<file path="src/rtl/pe_stream_feeder.sv">
// pe_stream_feeder
//   Streams a block of words from a global-buffer read port (1-cycle read
//   latency) into one PE load interface (fmap or weight), honouring the PE
//   FIFO full flag. Reads are prefetched into a 2-entry skid buffer so the
//   stream sustains one word per cycle without backpressure.
//
// Ports
//   clk, rst          clock, asynchronous active-high reset
//   start             transfer request pulse, accepted only when idle
//   base_addr         first buffer address (latched on accepted start)
//   length            number of words (latched on accepted start)
//   full_column       forwarded on load_full_cloumn (latched on accepted start)
//   gb_rd_en/addr     buffer read strobe and address
//   gb_rd_data        buffer read data, valid the cycle after gb_rd_en
//   start_load        one-cycle pulse to the PE start_*_load input
//   load_full_cloumn  to the PE load_full_cloumn input
//   data_out/_en      PE data word and its enable
//   pe_fifo_full      PE FIFO full flag (backpressure)
//   busy              transfer in progress
//   done              one-cycle pulse after the last word is transferred
//
// state  | meaning
// -------+-------------------------------------------------------------
// IDLE   | waiting for start; transfer parameters latched on start
// START  | start_load pulse to the PE
// STREAM | prefetch reads and push words while the PE FIFO has room
// DONE   | done pulse, back to IDLE

module pe_stream_feeder #(
    parameter int DATA_WIDTH = 16,
    parameter int ADDR_WIDTH = 8,
    parameter int LEN_WIDTH  = 8
) (
    input  logic                  clk,
    input  logic                  rst,
    input  logic                  start,
    input  logic [ADDR_WIDTH-1:0] base_addr,
    input  logic [LEN_WIDTH-1:0]  length,
    input  logic                  full_column,
    output logic                  gb_rd_en,
    output logic [ADDR_WIDTH-1:0] gb_rd_addr,
    input  logic [DATA_WIDTH-1:0] gb_rd_data,
    output logic                  start_load,
    output logic                  load_full_cloumn,
    output logic [DATA_WIDTH-1:0] data_out,
    output logic                  data_out_en,
    input  logic                  pe_fifo_full,
    output logic                  busy,
    output logic                  done
);

    localparam logic [1:0] S_IDLE   = 2'd0;
    localparam logic [1:0] S_START  = 2'd1;
    localparam logic [1:0] S_STREAM = 2'd2;
    localparam logic [1:0] S_DONE   = 2'd3;

    logic [1:0]            state;
    logic [ADDR_WIDTH-1:0] base_q;
    logic [LEN_WIDTH-1:0]  len_q;
    logic                  full_col_q;
    logic [LEN_WIDTH-1:0]  reads_issued;
    logic [LEN_WIDTH-1:0]  words_sent;
    logic                  rd_pending;
    logic [DATA_WIDTH-1:0] skid0;
    logic [DATA_WIDTH-1:0] skid1;
    logic [1:0]            skid_count;

    logic       accept;
    logic       head_valid;
    logic       pop;
    logic       capture;
    logic [1:0] occ;
    logic       last_pop;

    assign accept     = (state == S_IDLE) && start;
    assign head_valid = (skid_count != 2'd0);
    assign pop        = head_valid && !pe_fifo_full;
    assign capture    = rd_pending;

    // Words already read but not yet handed to the PE, including the one in flight.
    assign occ = skid_count + {1'b0, rd_pending};

    // occ never exceeds 2, so "occ<2 or a pop this cycle" covers the full-with-pop case.
    assign gb_rd_en   = (state == S_STREAM) && (reads_issued < len_q) &&
                        ((occ < 2'd2) || pop);
    assign gb_rd_addr = base_q + ADDR_WIDTH'(reads_issued);

    assign last_pop = pop && (words_sent == (len_q - LEN_WIDTH'(1)));

    assign data_out_en      = pop;
    assign data_out         = head_valid ? skid0 : '0;
    assign start_load       = (state == S_START);
    assign done             = (state == S_DONE);
    assign busy             = (state != S_IDLE);
    assign load_full_cloumn = full_col_q;

    always_ff @(posedge clk or posedge rst) begin
        if (rst) begin
            state      <= S_IDLE;
            base_q     <= '0;
            len_q      <= '0;
            full_col_q <= 1'b0;
        end else begin
            case (state)
                S_IDLE: begin
                    if (start) begin
                        base_q     <= base_addr;
                        len_q      <= length;
                        full_col_q <= full_column;
                        state      <= S_START;
                    end
                end
                S_START: begin
                    state <= (len_q != '0) ? S_STREAM : S_DONE;
                end
                S_STREAM: begin
                    if (last_pop) begin
                        state <= S_DONE;
                    end
                end
                S_DONE: begin
                    state <= S_IDLE;
                end
                default: begin
                    state <= S_IDLE;
                end
            endcase
        end
    end

    always_ff @(posedge clk or posedge rst) begin
        if (rst) begin
            reads_issued <= '0;
            words_sent   <= '0;
            rd_pending   <= 1'b0;
        end else begin
            rd_pending <= gb_rd_en;
            if (accept) begin
                reads_issued <= '0;
                words_sent   <= '0;
            end else begin
                if (gb_rd_en) begin
                    reads_issued <= reads_issued + LEN_WIDTH'(1);
                end
                if (pop) begin
                    words_sent <= words_sent + LEN_WIDTH'(1);
                end
            end
        end
    end

    // skid0 is always the head; a pop shifts skid1 forward, a capture fills the tail.
    always_ff @(posedge clk or posedge rst) begin
        if (rst) begin
            skid0      <= '0;
            skid1      <= '0;
            skid_count <= 2'd0;
        end else begin
            case (skid_count)
                2'd0: begin
                    if (capture) begin
                        skid0      <= gb_rd_data;
                        skid_count <= 2'd1;
                    end
                end
                2'd1: begin
                    case ({pop, capture})
                        2'b11: skid0 <= gb_rd_data;
                        2'b10: skid_count <= 2'd0;
                        2'b01: begin
                            skid1      <= gb_rd_data;
                            skid_count <= 2'd2;
                        end
                        default: ;
                    endcase
                end
                2'd2: begin
                    if (pop) begin
                        skid0 <= skid1;
                        if (capture) begin
                            skid1 <= gb_rd_data;
                        end else begin
                            skid_count <= 2'd1;
                        end
                    end
                end
                default: begin
                    skid_count <= 2'd0;
                end
            endcase
        end
    end

endmodule
</file>
<file path="config.mk">
export PLATFORM = sky130hd
export DESIGN_NAME = pe_stream_feeder
export DESIGN_NICKNAME = d
export VERILOG_FILES = /design/src/rtl/pe_stream_feeder.sv
export SDC_FILE = /design/constraint.sdc
export NUM_CORES = 1
export LEC_CHECK = 0
export ABC_AREA = 1
export BUFFER_PORTS_ARGS = -buffer_cell sky130_fd_sc_hd__buf_2
export CORE_ASPECT_RATIO = 1.25
export CORE_MARGIN = 2
export CORE_UTILIZATION = 30
export CTS_CLUSTER_DIAMETER = 60
export CTS_CLUSTER_SIZE = 20
export DETAILED_ROUTE_END_ITERATION = 10
export PLACE_DENSITY_LB_ADDON = 0.1
export SYNTH_ARGS = -nofsm -noshare
export SYNTH_HDL_FRONTEND = slang
export SYNTH_SLANG_ARGS = --single-unit
</file>
<file path="constraint.sdc">
create_clock -name clk -period 4.5 [get_ports clk]
set_input_delay 0.9 -clock clk [delete_from_list [all_inputs] [get_ports clk]]
set_output_delay 0.9 -clock clk [all_outputs]
set_load 0.02 [all_outputs]
</file>
==> run metrics <==
vias in the first global route=about 3400; first-iteration detailed-routing DRC count=171; final wirelength=9624 um; crit end category=output pin; Initial Util=0.3075; drt pass-1 iters=4; Antenna Violating Nets Remaining=0; Worst Hold Class=flop to flop; layout cells sized above 1=0.1582; GRT Overall Usage=0.1395; Main synth FF type=dfrtp_1; Final Max Slew Viols=0; postcts setup bufs=0; Worst Setup Slack, final=between 1 and 1.5 ns; hold path depth=2; syn avg cell area=between 7 and 8 um^2; Final Wtd Congestion=0.8270; DPL Wire Length=6836 um; DR WL/cell=12.37 um; pre-CTS setup slack=approximately 1.6 ns; final worst path period share=0.7227; Hold Vio Cnt, Final=0; CP Class=flop to output pin; status=finished clean; Die Y-Extent=134.2 um; Antenna Diode Count=0; Vias=3433; area grow syn2layout=20.76%; Post-synth EDFFs=0; setup_tns=0 ns; clock transition at the registers of the reported paths=0.06 ns; drc violations=0; Tmin final=between 3 and 4 ns; Critical Path AT=2.35 ns; Avg Vias per Cell=4.413; core area=13230 um^2; Hold Buf Count CTS=0; Crit Path Max Fanout=6; clock sink total=70; Lkg Pwr=0.002604 uW; total die area=14520 um^2; I/O pin total=67; CTS H-Tree Depth=3; Min Hold Slack=0.4836 ns; Worst Reg-to-Reg Cells=5; cts bufs inserted=9; Max IR drop VDD=just over 0.3 mV; Cell Area, Synth=about 4100 um^2; WP data required=around 3.6 ns; RSZ-0062 raised after global routing=no; Root Driver=clkbuf_16; Synth Instances=approximately 540; # rows=47; CP cell instances=ha_1 -> inv_1 -> fa_1 -> o21ai_0 -> a21oi_1 -> nor2_1 -> nor2_1 -> xnor2_1 -> buf_2; most frequent cells in the layout=nand2_1, inv_1, dfrtp_1, o21ai_0, buf_2; Die W=108.2 um; Nets=between 600 and 700; ys async rst share=1.000; CTS Buffer Depth=2; Crit-path slowest cell=dfrtp_1; total grt overflow=0; Yosys reg bits=70; largest net degree at the start of global routing=40; FMAX=307.5 MHz; first-pass GRT wire length=16020 um; pwr dens=725.2 nW/um^2; dpl cells=762; startpoint types=flop; Final Skew=0.002996 ns; Clk Latency, worst-skew pair=approximately 0.33 ns; Slew HR=0.2970; Finish-stage setup viols=0; most frequent CP cell=nor2_1; synth unique cells=32; Seq/Total Area, Yosys=0.4305; initial antenna violation count=0; Max-Cap Viols=0; slowest stage delay, CP=around 0.42 ns; synthesized net count=around 600; Worst Tran Pin Value=1.053 ns; CTS tree=built; most common cell after layout, fill and taps aside=nand2_1; port buffer count=between 60 and 70; CTS resizes=0; Ys Warns=0; Post-Layout Cell Count=778; Layout Utilization=0.3713
==> path summary, 6_finish.rpt <==
check	start	slack, ns	to
worst max register to register	skid_count[0]$_DFFE_PP0P_	1.83	skid0[13]$_DFFE_PP0P_
worst min-delay path	load_full_cloumn$_DFFE_PP0P_	0.48	load_full_cloumn$_DFFE_PP0P_
worst min register to register	load_full_cloumn$_DFFE_PP0P_	0.48	load_full_cloumn$_DFFE_PP0P_
worst max-delay path	reads_issued[0]$_DFFE_PP0P_	1.25	gb_rd_addr[6]
min in group asynchronous	rst	0.69	skid1[8]$_DFFE_PP0P_
max in group asynchronous	rst	2.81	skid1[2]$_DFFE_PP0P_
==> power breakdown <==
group,internal (uW),switching (uW),total [uW]
registers,896,161,1060
logic,555,1110,1660
clock network,562,283,845
==> final cells by class <==
class / count / area (um^2)
clock buffer: 10 / 239.0
sequential: 70 / 1752
fill: 1435 / 8318
inverter: 76 / 289.0
multi-input combinational: 378 / 1966
tap: 171 / 214.0
clock inverter: 6 / 116.4
timing repair buffer: 67 / 337.8
==> Yosys cell counts, drive strengths merged, types with 2 or more instances <==
master  count  area, um^2
nand2     161       616.8
inv        75       284.0
dfrtp      70        1752
o21ai      68       340.3
nor2       47       202.7
nand3      27       135.1
ha         25       312.8
a21oi      18       90.09
clkbuf      9       33.78
xor2        9       78.83
buf         6       28.77
xnor2       5       43.79
a211oi      3       32.53
nand4       3       18.77
nor3        3       15.01
nand3b      2       15.01
or2         2       12.51
==> stage by stage <==
stage	area [um^2]	power, uW
2_1_floorplan	4069	2295
3_3_place_gp	4558	2728
6_report	4913	3563
5_1_grt	4913	3896
4_1_cts	4913	3626
3_5_place_dp	4558	2748
==> kinds of logic after synthesis <==
family	Yosys count	share of synthesized area
and+or+nand+nor	246	0.2515
AOI/OAI and AO/OA	92	0.1196
buffers and inverters	91	0.08641
DFF	70	0.4305
adders and majority gates	26	0.08180
xor gates and xnor gates	14	0.03014
==> state kept, by name, summed over array words and instances, names as in the netlist <==
| name | flops |
|---|---|
| base_q | 8 |
| skid_count | 2 |
| capture | 1 |
| reads_issued | 8 |
| skid0 | 16 |
| state | 2 |
| skid1 | 16 |
| words_sent | 8 |
| len_q | 8 |
| load_full_cloumn | 1 |
==> critical path, delay by kind of cell, from the launching register on <==
family | cells | cell delay [ns]
buf+inv | 2 | 0.24
xor+xnor | 1 | 0.14
fa+ha+maj | 2 | 0.60
flops | 1 | 0.42
compound gates | 2 | 0.46
simple gates | 2 | 0.16
==> layer usage <==
metal | routed length [um] | global-route usage | vias to the layer above
met4 | 49 | 0.04558 | 0
met2 | 4664 | 0.2379 | 53
met1 | 4601 | 0.1774 | 1547
met5 | 0 | 0 | -
li1 | - | - | 1829
met3 | 307 | 0.02527 | 4
Note: power is estimated with default switching activity, not from simulation.
